File: src/rtl/dcache_port_arbiter_pkg.sv
// Shared types for the dcache port arbiter: FSM states, CACOP op codes and the
// layout of the latched request.
package dcache_port_arbiter_pkg;

  typedef enum logic [2:0] {
    StIdle   = 3'd0,
    StPipeRd = 3'd1,
    StPipeWr = 3'd2,
    StCacop  = 3'd3,
    StDrain  = 3'd4,
    StResp   = 3'd5
  } dpa_state_e;

  typedef enum logic [1:0] {
    CacopIdxInit = 2'd0,
    CacopIdxInv  = 2'd1,
    CacopHitInv  = 2'd2,
    CacopRsvd    = 2'd3
  } cacop_type_e;

  // Address is shared between the pipe access and the CACOP target.
  typedef struct packed {
    logic [31:0] addr;
    logic [31:0] wdata;
    logic [3:0]  wstrb;
    cacop_type_e cacop_type;
  } dpa_req_t;

  function automatic logic [3:0] store_mask(input logic is_write, input logic [3:0] wstrb);
    return is_write ? wstrb : 4'b0000;
  endfunction

endpackage

File: src/rtl/dcache_port_arbiter_req_hold.sv
// Enable-loaded holding register for the granted request; keeps dc_* stable
// until the dcache handshakes.
module dcache_port_arbiter_req_hold
  import dcache_port_arbiter_pkg::*;
(
  input  logic     clk,
  input  logic     aresetn,
  input  logic     load,
  input  dpa_req_t d,
  output dpa_req_t q
);

  always_ff @(posedge clk or negedge aresetn) begin
    if (!aresetn) begin
      q <= '0;
    end else if (load) begin
      q <= d;
    end
  end

endmodule

File: src/rtl/dcache_port_arbiter.sv
// Arbitrates the single dcache port between EX1 loads/stores and the CACOP engine,
// with starvation protection for the pipe and flush draining.
module dcache_port_arbiter
  import dcache_port_arbiter_pkg::*;
#(
  parameter int unsigned STARVE_MAX = 4,
  parameter int unsigned CNT_W      = 3
) (
  input  logic        clk,
  input  logic        aresetn,
  input  logic        flush,
  input  logic        pipe_rvalid,
  input  logic        pipe_wvalid,
  input  logic [31:0] pipe_addr,
  input  logic [31:0] pipe_wdata,
  input  logic [3:0]  pipe_wstrb,
  input  logic        pipe_atom,
  output logic        pipe_done,
  output logic [31:0] pipe_rdata,
  output logic        mem_stall,
  input  logic        cacop_en,
  input  logic [1:0]  cacop_type,
  input  logic [31:0] cacop_vaddr,
  output logic        cacop_done,
  output logic        dc_rvalid,
  output logic        dc_wvalid,
  output logic        dc_op,
  output logic [31:0] dc_addr,
  output logic [31:0] dc_wdata,
  output logic [3:0]  dc_wstrb,
  output logic        dc_atom,
  input  logic        dc_rready,
  input  logic [31:0] dc_rdata,
  input  logic        dc_wready,
  output logic        dc_cacop_en,
  output logic [1:0]  dc_cacop_type,
  output logic [31:0] dc_cacop_vaddr,
  input  logic        dc_cacop_done
);

  localparam logic [CNT_W-1:0] StarveLim = CNT_W'(STARVE_MAX);

  dpa_state_e        state_q, state_d;
  logic [CNT_W-1:0]  cnt_q, cnt_d;
  logic              owner_pipe_q, owner_pipe_d;
  logic              flushed_q, flushed_d;
  logic              atom_q, atom_d;
  logic [31:0]       rdata_q, rdata_d;
  logic              hold_load;
  dpa_req_t          hold_d, hold_q;
  logic              pipe_req;

  // A request arriving together with a flush belongs to a squashed instruction.
  assign pipe_req = (pipe_rvalid | pipe_wvalid) & ~flush;

  always_comb begin
    state_d      = state_q;
    cnt_d        = cnt_q;
    owner_pipe_d = owner_pipe_q;
    flushed_d    = flushed_q;
    atom_d       = atom_q;
    rdata_d      = rdata_q;
    hold_load    = 1'b0;
    hold_d       = '0;
    pipe_done    = 1'b0;
    cacop_done   = 1'b0;

    unique case (state_q)
      StIdle: begin
        if (cacop_en && (!pipe_req || (cnt_q < StarveLim))) begin
          state_d           = StCacop;
          owner_pipe_d      = 1'b0;
          atom_d            = 1'b0;
          hold_load         = 1'b1;
          hold_d.addr       = cacop_vaddr;
          hold_d.cacop_type = cacop_type_e'(cacop_type);
          if (pipe_req) cnt_d = cnt_q + CNT_W'(1);
        end else if (pipe_req) begin
          state_d      = pipe_wvalid ? StPipeWr : StPipeRd;
          owner_pipe_d = 1'b1;
          flushed_d    = 1'b0;
          atom_d       = pipe_atom;
          hold_load    = 1'b1;
          hold_d.addr  = pipe_addr;
          hold_d.wdata = pipe_wvalid ? pipe_wdata : 32'd0;
          hold_d.wstrb = store_mask(pipe_wvalid, pipe_wstrb);
          cnt_d        = '0;
        end
      end
      StPipeRd: begin
        if (flush) flushed_d = 1'b1;
        if (dc_rready) begin
          if (flushed_q || flush) begin
            state_d = StDrain;
          end else begin
            rdata_d = dc_rdata;
            state_d = StResp;
          end
        end
      end
      StPipeWr: begin
        if (flush) flushed_d = 1'b1;
        if (dc_wready) state_d = (flushed_q || flush) ? StDrain : StResp;
      end
      StCacop: begin
        if (dc_cacop_done) state_d = StResp;
      end
      StDrain: state_d = StIdle;
      StResp: begin
        state_d = StIdle;
        if (owner_pipe_q) pipe_done = ~flush;
        else              cacop_done = 1'b1;
      end
      default: state_d = StIdle;
    endcase
  end

  always_ff @(posedge clk or negedge aresetn) begin
    if (!aresetn) begin
      state_q      <= StIdle;
      cnt_q        <= '0;
      owner_pipe_q <= 1'b0;
      flushed_q    <= 1'b0;
      atom_q       <= 1'b0;
      rdata_q      <= '0;
    end else begin
      state_q      <= state_d;
      cnt_q        <= cnt_d;
      owner_pipe_q <= owner_pipe_d;
      flushed_q    <= flushed_d;
      atom_q       <= atom_d;
      rdata_q      <= rdata_d;
    end
  end

  dcache_port_arbiter_req_hold u_req_hold (
    .clk     (clk),
    .aresetn (aresetn),
    .load    (hold_load),
    .d       (hold_d),
    .q       (hold_q)
  );

  assign dc_rvalid      = (state_q == StPipeRd);
  assign dc_wvalid      = (state_q == StPipeWr);
  assign dc_cacop_en    = (state_q == StCacop);
  assign dc_op          = dc_wvalid;
  assign dc_addr        = hold_q.addr;
  assign dc_wdata       = hold_q.wdata;
  assign dc_wstrb       = dc_wvalid ? hold_q.wstrb : 4'b0000;
  assign dc_atom        = atom_q & (dc_rvalid | dc_wvalid);
  assign dc_cacop_type  = hold_q.cacop_type;
  assign dc_cacop_vaddr = hold_q.addr;
  assign pipe_rdata     = rdata_q;
  assign mem_stall      = (pipe_rvalid | pipe_wvalid) & ~pipe_done;

  // Simultaneous load and store from EX1 is illegal; the store wins above.
  ap_single_pipe_req: assert property (@(posedge clk) disable iff (!aresetn)
    !(pipe_rvalid && pipe_wvalid));

endmodule

File: config.mk
export PLATFORM = sky130hd
export DESIGN_NAME = dcache_port_arbiter
export DESIGN_NICKNAME = d
export VERILOG_FILES = /design/src/rtl/dcache_port_arbiter_pkg.sv /design/src/rtl/dcache_port_arbiter_req_hold.sv /design/src/rtl/dcache_port_arbiter.sv
export SDC_FILE = /design/constraint.sdc
export NUM_CORES = 1
export LEC_CHECK = 0
export CORE_MARGIN = 3
export CORE_UTILIZATION = 36
export DETAILED_ROUTE_END_ITERATION = 10
export GPL_ROUTABILITY_DRIVEN = 1
export GPL_TIMING_DRIVEN = 0
export PLACE_DENSITY = 0.85
export SYNTH_ARGS = -nofsm -noshare
export SYNTH_HDL_FRONTEND = slang
export SYNTH_SLANG_ARGS = --single-unit
File: constraint.sdc
create_clock -name clk -period 1.5 [get_ports clk]
set_input_delay 0.15 -clock clk [delete_from_list [all_inputs] [get_ports clk]]
set_output_delay 0.15 -clock clk [all_outputs]
set_load 0.01 [all_outputs]
==> out/metrics.cfg <==
[worst_setup_path]
cp_max_fo=5
r2r-end=u_req_hold.q[18]$_DFFE_PN0P_
cp_cell_sequence=buf_6 -> nor3_4 -> buf_6 -> o21ai_4 -> buf_12 -> buf_12 -> buf_16 -> a22o_1
startpoint_type=flop
reg2regPathDepth=8
endpoint=u_req_hold.q[18]$_DFFE_PN0P_
critical_path.max_stage_delay_ns=0.45
arrival_ns=1.98
required_ns=1.74
r2r_start=state_q[1]$_DFFE_PN0P_
r2r_slack_ns=-0.24
cp_slowest_cell=dfrtp_2
criticalPathCategory=reg2reg
crit_path_start=state_q[1]$_DFFE_PN0P_
end_kind=flop

[global_routing]
met1_usage_pct=26.7
grt_use_met2_pct=39.1
grt.busiest_layer=met2
grt_usage_pct=22.3
grt_pass1_wl_um=28200
antenna_found_initial=0
grt_use_met3_pct=5.89
grt_max_degree=60
grt-ovfl-total=0
grt_pass1_vias=5208

[sta]
tightest_slew_ns=0.569
fin_crit_sh_pct=116
maxSlewViolCount=0
relSlewSlack_pct=62.0
fmax_mhz=575
hold_violations=0
whs_ns=0.306
setup_viol_count_final=120
setup_ws_ns=-0.239
fin_skew_ns=0.00803
rsz0062_at_grt=yes
period_needed_ns=1.74

[power]
seqPwrFrac_pct=27.7
ir_drop_mv=0.932
power.share.combinational_pct=59.2
powerDensity_nw_per_um2=1730
power.leakage_uw=0.00527
clkPwrFrac_pct=13.0
p_int_uw=11500
fin_total_pwr_uw=17400
p_switching_uw=5890
switching_share_pct=33.9

[clock_tree]
cts.sinks=111
htreeDepth=3
clk_path_buf_depth=2
cts_root_buffer=clkbuf_16
clk_pin_slew_ns=0.08
cts_tree=built
numCtsBuffers=9
clock_latency_ns=0.35

[die]
pin_count=286
die_w_um=127
initial_core_util_pct=37.5
rows=43
core-area_um2=14100
dieHeight_um=127
die_area_um2=16200

[yosys]
ys_warn_count=0
syn_area_per_cell_um2=11.2
seq_area_frac_synth_pct=52.6
yosys.area.top_type=dfrtp_1
synth-seq-cells=111
netlist_area_um2=5280
synth_commonest_cells=dfrtp_1, buf_4, nand2_1
yosysTopAreaCellShare_pct=52.6
synthesis.nets=617
ys.flop_type=dfrtp_1
yosysMostFrequentCell=dfrtp_1
synth_edf_count=0
syn_inst=472
async_reset_ff_share_pct=100
synthDistinctLibCells=39
netlist_top_cells_area=dfrtp_1, buf_4, a22o_1, a22oi_1, mux2_1

[route]
routed_wl_um=19100
dr.pass1.iters=4
drtIter0Drc=191
ant_nets=0
vias=5042
wl_per_cell_um=18.7
drcViolationCount=0
viasPerCell=4.92

[status]
failed_checks=negative setup slack
status=complete, but fails checks

[placement]
port_buffers=285
post-place-ws_ns=-0.699
place_congestion=0.815
place_area_um2=8440
dp_hpwl_um=12600

[cells_and_area]
diodes=0
fin_nets=987
final_util_pct=71.2
layout-drive-gt1-share_pct=38.2
syn2layout_area_growth_pct=89.8
stdcell_area_um2=10000
fillers=1019

[run]
max-cap-violations=0

[worst_hold_path]
min_path_type=in2reg

[worst max-delay path, delay by kind of cell, from the launching register on]
family,cells,cell delay [ns]
AO/OA/AOI/OAI,2,0.28
buffers and inverters,5,0.70
AND/OR/NAND/NOR,1,0.20
flip-flops,1,0.45
[per-layer routing]
metal | wire length (um) | share of wire (%)
met1 | 7310 | 38
met2 | 10100 | 53
met3 | 1320 | 6.9
met4 | 391 | 2.0
met5 | 0 | 0
[kinds of logic (layout without fill, tap and decap cells)]
logic type | count (synthesis) | count (layout) | synth area share (%)
buffers and inverters | 134 | 507 | 17.6
AOI/OAI and AO/OA | 122 | 122 | 16.4
adders and majority gates | 1 | 1 | 0.237
and+or+nand+nor | 70 | 70 | 6.04
xor gates and xnor gates | 1 | 1 | 0.166
DFF | 111 | 111 | 52.6
muxes | 33 | 33 | 7.01
[power by group through the flow]
stage	registers, uW	clock network, uW	logic (uW)
floorplan	4860	0	3760
global placement	4840	0	7570
detailed placement	4890	0	7730
CTS	4780	2300	9310
global route	4950	2430	10900
finish	4810	2260	10300
[registers in the layout, indices dropped and copies added, names as in the netlist]
register      count
cnt_q             3
atom_q            1
u_req_hold.q     70
pipe_rdata       32
state_q           3
owner_pipe_q      1
flushed_q         1
[through the flow]
stage,instances,setup TNS [ns]
global route,1025,-22.44
detailed placement,938,-51.09
global placement,937,-501.38
floorplan,472,-0.309
finish,1025,-16.32
CTS,1010,-11.83
[placed cells by master, fill, tap and decap left out, types with 19 or more instances in the layout]
| cell | n |
|---|---|
| clkdlybuf4s50_1 | 172 |
| buf_4 | 150 |
| dfrtp_1 | 110 |
| dlygate4sd2_1 | 81 |
| a22o_1 | 36 |
| a22oi_1 | 32 |
| o21ai_2 | 27 |
| buf_6 | 23 |
| nand2_1 | 21 |
| dlymetal6s2s_1 | 19 |
[worst min-delay path by stage]
stage,from,end,slack (ns),cells past startpoint
finish,flush,flushed_q$_DFFE_PN0P_,0.31,3
floorplan,aresetn,atom_q$_DFFE_PN0P_,-0.15,0
detailed placement,aresetn,u_req_hold.q[68]$_DFFE_PN0P_,0.14,1
CTS,flush,flushed_q$_DFFE_PN0P_,0.28,3
global route,flush,flushed_q$_DFFE_PN0P_,0.32,3
global placement,cnt_q[0]$_DFFE_PN0P_,cnt_q[0]$_DFFE_PN0P_,0.47,1
[what timing repair did]
item / CTS / global route
gates cloned: 9 / 6
setup endpoints to repair: 210 / 145
resized for setup: 260 / 92
pin swaps: 10 / 32
hold buffers: 1 / 0
buffers inserted: 52 / 13
hold endpoints to repair: 52 / 0
[final cells by class]
cell class / count / area (um^2) / area share [%]
Timing Repair Buffer: 364 / 3720 / 37.1
Sequential cell: 111 / 2780 / 27.7
Multi-Input combinational cell: 227 / 1930 / 19.2
Buffer: 125 / 1090 / 10.9
Clock buffer: 9 / 225 / 2.25
Tap cell: 180 / 225 / 2.25
Clock inverter: 5 / 42.5 / 0.424
Inverter: 4 / 15.0 / 0.150
No activity file was read; power rests on OpenSTA's default activity.
